$ cat src/rtl/usb_pkg.sv
// Shared PID codes, sequencer state encoding and error codes for the bulk endpoint.
package usb_pkg;

  localparam logic [3:0] PID_OUT   = 4'b0001;
  localparam logic [3:0] PID_IN    = 4'b1001;
  localparam logic [3:0] PID_DATA0 = 4'b0011;
  localparam logic [3:0] PID_DATA1 = 4'b1011;
  localparam logic [3:0] PID_ACK   = 4'b0010;
  localparam logic [3:0] PID_NAK   = 4'b1010;

  typedef enum logic [2:0] {
    IDLE,
    WAIT_TOKEN,
    WAIT_DATA,
    SEND_HS,
    SEND_DATA,
    WAIT_HS
  } state_e;

  typedef enum logic [1:0] {
    ERR_TIMEOUT = 2'd0,
    ERR_CRC     = 2'd1,
    ERR_PID     = 2'd2,
    ERR_RSVD    = 2'd3
  } err_e;

  function automatic logic is_data_pid(input logic [3:0] pid);
    return (pid == PID_DATA0) || (pid == PID_DATA1);
  endfunction

endpackage

$ cat src/rtl/usb_timeout_cnt.sv
// Turnaround timeout counter: counts idle cycles while enabled, saturates at all-ones.
// expired flags the last allowed cycle so the owner can act on that edge.
module usb_timeout_cnt #(
  parameter int TIMEOUT_CYC = 144,
  parameter int CNT_W       = 8
) (
  input  logic clk,
  input  logic rst,
  input  logic clear,
  input  logic count_en,
  output logic expired
);

  localparam logic [CNT_W-1:0] LAST    = CNT_W'(TIMEOUT_CYC - 1);
  localparam logic [CNT_W-1:0] CNT_MAX = '1;

  logic [CNT_W-1:0] cnt_q, cnt_d;

  always_comb begin
    cnt_d = cnt_q;
    if (clear) begin
      cnt_d = '0;
    end else if (count_en && (cnt_q != CNT_MAX)) begin
      cnt_d = cnt_q + CNT_W'(1);
    end
  end

  always_ff @(posedge clk) begin
    if (rst) begin
      cnt_q <= '0;
    end else begin
      cnt_q <= cnt_d;
    end
  end

  assign expired = (cnt_q == LAST);

endmodule

$ cat src/rtl/usb_bulk_txn_ctrl.sv
// Bulk endpoint transaction sequencer: token decode, DATAx toggle, handshake generation,
// turnaround timeouts and FIFO commit/discard. All outputs registered, one cycle after the cause.
module usb_bulk_txn_ctrl
  import usb_pkg::*;
#(
  parameter int TIMEOUT_CYC = 144,
  parameter int CNT_W       = 8
) (
  input  logic       clk,
  input  logic       rst,
  input  logic       en,
  input  logic       pckt_rcvd,
  input  logic [3:0] rcvd_pid,
  input  logic       crc_ok,
  input  logic       addr_match,
  input  logic       rcving,
  input  logic       fifo_full,
  input  logic       data_ready,
  input  logic       tx_done,
  output logic       rx_en,
  output logic       hs_rcv,
  output logic       read_done,
  output logic       tx_start,
  output logic [3:0] tx_pid,
  output logic       data_commit,
  output logic       data_discard,
  output logic       data_toggle,
  output logic       txn_ok,
  output logic       txn_err,
  output logic [1:0] err_code
);

  state_e     state_q, state_d;
  state_e     done_state;
  logic       rx_en_q, rx_en_d;
  logic       hs_rcv_q, hs_rcv_d;
  logic       read_done_q, read_done_d;
  logic       tx_start_q, tx_start_d;
  logic [3:0] tx_pid_q, tx_pid_d;
  logic       commit_q, commit_d;
  logic       discard_q, discard_d;
  logic       tog_q, tog_d;
  logic       ok_q, ok_d;
  logic       err_q, err_d;
  err_e       err_code_q, err_code_d;
  logic       cnt_clr;
  logic       waiting;
  logic       expired;

  assign waiting = (state_q == WAIT_DATA) || (state_q == WAIT_HS);

  usb_timeout_cnt #(
    .TIMEOUT_CYC (TIMEOUT_CYC),
    .CNT_W       (CNT_W)
  ) u_timeout (
    .clk      (clk),
    .rst      (rst),
    .clear    (cnt_clr || rcving),
    .count_en (waiting && !rcving),
    .expired  (expired)
  );

  always_comb begin
    state_d     = state_q;
    tog_d       = tog_q;
    tx_pid_d    = tx_pid_q;
    tx_start_d  = 1'b0;
    commit_d    = 1'b0;
    discard_d   = 1'b0;
    ok_d        = 1'b0;
    err_d       = 1'b0;
    err_code_d  = ERR_TIMEOUT;
    cnt_clr     = 1'b0;
    read_done_d = pckt_rcvd;
    // A disable that arrived mid-transaction takes effect where the transaction ends.
    done_state  = en ? WAIT_TOKEN : IDLE;

    case (state_q)
      IDLE: begin
        if (en) state_d = WAIT_TOKEN;
      end
      WAIT_TOKEN: begin
        if (!en) begin
          state_d = IDLE;
        end else if (pckt_rcvd && crc_ok && addr_match) begin
          if (rcvd_pid == PID_OUT) begin
            state_d = WAIT_DATA;
            cnt_clr = 1'b1;
          end else if (rcvd_pid == PID_IN) begin
            tx_start_d = 1'b1;
            if (data_ready) begin
              state_d  = SEND_DATA;
              tx_pid_d = tog_q ? PID_DATA1 : PID_DATA0;
            end else begin
              state_d  = SEND_HS;
              tx_pid_d = PID_NAK;
            end
          end
        end
      end
      WAIT_DATA: begin
        if (pckt_rcvd) begin
          if (!crc_ok) begin
            discard_d  = 1'b1;
            err_d      = 1'b1;
            err_code_d = ERR_CRC;
            state_d    = done_state;
          end else if (!is_data_pid(rcvd_pid)) begin
            discard_d  = 1'b1;
            err_d      = 1'b1;
            err_code_d = ERR_PID;
            state_d    = done_state;
          end else begin
            state_d    = SEND_HS;
            tx_start_d = 1'b1;
            if ((rcvd_pid == PID_DATA1) != tog_q) begin
              // Host missed our last ACK and resent: re-ACK, keep sequence.
              discard_d = 1'b1;
              tx_pid_d  = PID_ACK;
            end else if (fifo_full) begin
              discard_d = 1'b1;
              tx_pid_d  = PID_NAK;
            end else begin
              commit_d = 1'b1;
              tx_pid_d = PID_ACK;
              tog_d    = ~tog_q;
              ok_d     = 1'b1;
            end
          end
        end else if (expired) begin
          err_d      = 1'b1;
          err_code_d = ERR_TIMEOUT;
          state_d    = done_state;
        end
      end
      SEND_HS: begin
        if (tx_done) state_d = done_state;
      end
      SEND_DATA: begin
        if (tx_done) begin
          state_d = WAIT_HS;
          cnt_clr = 1'b1;
        end
      end
      WAIT_HS: begin
        if (pckt_rcvd) begin
          state_d = done_state;
          if ((rcvd_pid == PID_ACK) && crc_ok) begin
            tog_d = ~tog_q;
            ok_d  = 1'b1;
          end else if (rcvd_pid != PID_NAK) begin
            err_d      = 1'b1;
            err_code_d = ERR_PID;
          end
        end else if (expired) begin
          err_d      = 1'b1;
          err_code_d = ERR_TIMEOUT;
          state_d    = done_state;
        end
      end
      default: state_d = IDLE;
    endcase

    rx_en_d  = (state_d == WAIT_TOKEN) || (state_d == WAIT_DATA) || (state_d == WAIT_HS);
    hs_rcv_d = (state_d == WAIT_HS);
  end

  always_ff @(posedge clk) begin
    if (rst) begin
      state_q     <= IDLE;
      rx_en_q     <= 1'b0;
      hs_rcv_q    <= 1'b0;
      read_done_q <= 1'b0;
      tx_start_q  <= 1'b0;
      tx_pid_q    <= 4'h0;
      commit_q    <= 1'b0;
      discard_q   <= 1'b0;
      tog_q       <= 1'b0;
      ok_q        <= 1'b0;
      err_q       <= 1'b0;
      err_code_q  <= ERR_TIMEOUT;
    end else begin
      state_q     <= state_d;
      rx_en_q     <= rx_en_d;
      hs_rcv_q    <= hs_rcv_d;
      read_done_q <= read_done_d;
      tx_start_q  <= tx_start_d;
      tx_pid_q    <= tx_pid_d;
      commit_q    <= commit_d;
      discard_q   <= discard_d;
      tog_q       <= tog_d;
      ok_q        <= ok_d;
      err_q       <= err_d;
      err_code_q  <= err_code_d;
    end
  end

  assign rx_en        = rx_en_q;
  assign hs_rcv       = hs_rcv_q;
  assign read_done    = read_done_q;
  assign tx_start     = tx_start_q;
  assign tx_pid       = tx_pid_q;
  assign data_commit  = commit_q;
  assign data_discard = discard_q;
  assign data_toggle  = tog_q;
  assign txn_ok       = ok_q;
  assign txn_err      = err_q;
  assign err_code     = err_code_q;

endmodule

$ cat config.mk
export PLATFORM = sky130hd
export DESIGN_NAME = usb_bulk_txn_ctrl
export DESIGN_NICKNAME = d
export VERILOG_FILES = /design/src/rtl/usb_pkg.sv /design/src/rtl/usb_timeout_cnt.sv /design/src/rtl/usb_bulk_txn_ctrl.sv
export SDC_FILE = /design/constraint.sdc
export NUM_CORES = 1
export LEC_CHECK = 0
export CAP_MARGIN = 30
export CORE_UTILIZATION = 45
export CTS_BUF_LIST = sky130_fd_sc_hd__clkbuf_16
export DETAILED_ROUTE_END_ITERATION = 6
export DONT_BUFFER_PORTS = 1
export PLACE_DENSITY = 0.57
export SLEW_MARGIN = 20
export SYNTH_ARGS = -nofsm -noshare
export SYNTH_HDL_FRONTEND = slang
export SYNTH_HIERARCHICAL = 1
export SYNTH_SLANG_ARGS = --single-unit
$ cat constraint.sdc
create_clock -name clk -period 5.6 [get_ports clk]
set_input_delay 0.56 -clock clk [delete_from_list [all_inputs] [get_ports clk]]
set_output_delay 0.56 -clock clk [all_outputs]
set_load 0.1 [all_outputs]
==> impl_metrics.yaml <==
grt:
  antenna_found_initial: 0
  grt_pass1_wl_um: 4730
  overflow: 0
  grt_max_degree: 15
  first_global_vias: 1038
  grt_usage: 0.187
floorplan:
  die_area_um2: 3250
  die_x_um: 57.0
  row_count: 19
  initial_core_util: 0.485
  fp.dieH_um: 57.0
  io-pin-count: 29
  core_area_um2: 2810
synthesis:
  seq_area_frac_synth: 0.368
  synth_warnings: 6
  netlist_area_um2: 1360
  ys_seq_elements: 25
  synth_edf_count: 0
  async_flop_share: 0
  ys.flop_type: "dfxtp_1"
  syn_nets: 164
  synth_area_leaders: "dfxtp_1 (37%), a31oi_1 (3.7%), nand2_1 (3.6%)"
  avgSynthCellArea_um2: 9.13
  ys_types: 59
  synthCells: 149
  synth_top_area_frac: 0.368
  yosysTopAreaCell: "dfxtp_1"
timing:
  skew_ns: 0.00137
  period_share: 0.419
  whs_ns: 0.364
  timing.fmax_ghz: 0.426
  rsz0062_at_grt: "no"
  setup_viol: 0
  hold_violations: 0
  setup_tns_ns: 0
  fin_ws_ns: 3.25
  finalMaxSlewViolations: 0
  worst_slew_pin_slew_ns: 0.965
  maxSlewHeadroom: 0.356
  min_period_ns: 2.35
clocking:
  tritoncts: "done"
  cts_setup_buffers: 0
  clk_latency_ns: 0.26
  cts_buffer_depth: 2
  cts_buffers: 3
  root_buffer: "clkbuf_16"
  htree_num_levels: 1
  cts_hold_buf: 0
  cts_num_sinks: 25
  cts_resized: 0
  clk_transition_reported_paths_ns: 0.06
layout:
  fillers: 273
  drive_gt1_frac: 0.181
  fin_nets: 165
  areaGrowthSynthToFinish_pct: 8.37
  antenna_cells: 0
setup_path:
  endpoint_kind: "flop"
  worst-path-max-fanout: 5
  worstSetupPathType: "reg2reg"
  cp.arrival_ns: 2.50
  worstPathRequired_ns: 5.75
  start_kind: "flop"
run_status:
  failed_checks: "design-rule violations"
  run_status: "finished with violations"
power_and_ir_drop:
  p_leak_nw: 0.561
  clkPwrFrac: 0.437
  power_switching_uw: 78.6
  peakVddDrop_mv: 0.0975
  internal-power_uw: 282
  power_frac_comb: 0.046
  seqPwrFrac: 0.517
  swShare: 0.218
  p_per_area_nw_per_um2: 245
route:
  wl_per_cell_um: 15.3
  wl_met3_um: 86
  highest_layer: "met4"
  vias: 1075
  first_pass_iters: 6
  dr.first_iter.drc_count: 31
  drt_wl_total_um: 2750
  via_per_inst: 5.97
  routedLengthMet1_um: 1220
  wl_met2_um: 1390
  drcViolationCount: 6
  ant_nets: 0
hold_path:
  hp-class: "in2reg"
place:
  port_buffers: 0
  place_congestion: 0.890
  hpwl_um: 2090
  place_ws_ns: 3.28
flow_run:
  max-cap-violations: 0
-- state kept, by name, indices dropped and copies added (netlist names) --
register         flops
u_timeout/cnt_q      8
state_q              3
tx_pid               3
err_code             2
data_commit          1
data_discard         1
data_toggle          1
hs_rcv               1
read_done            1
rx_en                1
tx_start             1
txn_err              1
txn_ok               1
-- Yosys cell counts, types with 2 or more instances --
cell      number
a21oi_1        9
a311oi_2       2
a31oi_1        8
and3_1         3
and3_2         2
and4_1         2
buf_2          2
buf_4          3
dfxtp_1       25
inv_1          7
mux2i_1        4
nand2_1       13
nand2b_1       2
nand3_1        2
nand3b_1       2
nor2_1        10
nor2b_1        3
nor3_1         2
nor3b_1        2
o21ai_0        5
or2_1          2
or3_1          2
-- layer usage --
layer | track usage | vias to the layer above
met5 | 0 | -
met4 | 0.101 | 0
met3 | 0.0249 | 5
met2 | 0.321 | 22
met1 | 0.228 | 507
li1 | - | 541
-- logic make-up after synthesis --
family | Yosys count | synth area share
buffers and inverters | 13 | 0.0515
XOR/XNOR | 1 | 0.00644
multiplexers | 6 | 0.0488
flip-flops | 25 | 0.368
AO/OA/AOI/OAI | 37 | 0.190
other | 1 | 0.00276
adder cells (fa/ha/maj) | 1 | 0.00920
AND/OR/NAND/NOR | 65 | 0.323
-- per-stage QoR --
step	total power [mW]	area (um2)	util	std cells
final	0.361	1470	0.525	180
after global routing	0.374	1470	0.525	180
after CTS	0.365	1440	0.512	178
after floorplan	0.208	1360	-	149
after global placement	0.207	1360	0.483	174
after detailed placement	0.207	1360	0.483	174
-- cells in the final DEF, fill, tap and decap left out, types with 3 or more instances in the layout --
master,count
a31oi_1,8
inv_1,7
clkbuf_16,3
o21ai_0,5
dfxtp_1,25
mux2i_1,4
and3_1,3
a21oi_1,9
nand2_1,13
nor2_1,10
nor2b_1,3
-- power groups by stage --
stage	registers (mW)	logic [mW]	clock network, mW
floorplan	0.189	0.0184	0
global placement	0.190	0.0164	0
detailed placement	0.190	0.0167	0
CTS	0.186	0.0167	0.162
global route	0.187	0.0183	0.169
finish	0.186	0.0167	0.158
-- cell type report --
cell class              count  area (um2)  area share
clock buffers               3        75.1      0.0509
multi-input cells         111         790       0.536
clock inverters             1        5.00     0.00340
repair buffers              2        38.8      0.0263
inverters                   7        26.3      0.0178
flip-flops and latches     25         500       0.340
well taps                  31        38.8      0.0263
-- critical path: stages (launching register included) --
cell and delay, ns:
dfxtp_1 0.36, ha_1 0.23, and4_2 0.31, nor4b_1 0.34, or2_1 0.23, mux2i_1 0.09
a221oi_1 0.31, nor2_1 0.10, mux2_4 0.27
-- worst paths after layout --
path | startpoint | endpoint | slack [ns] | cells past startpoint
min | rst | tx_pid[0] | 0.36 | 1
min reg2reg | u_timeout/cnt_q[0] | u_timeout/cnt_q[0] | 0.49 | 2
max reg2reg | u_timeout/cnt_q[0] | rx_en | 3.25 | 8
max | u_timeout/cnt_q[0] | rx_en | 3.25 | 8
(Power assumes the default switching activity.)
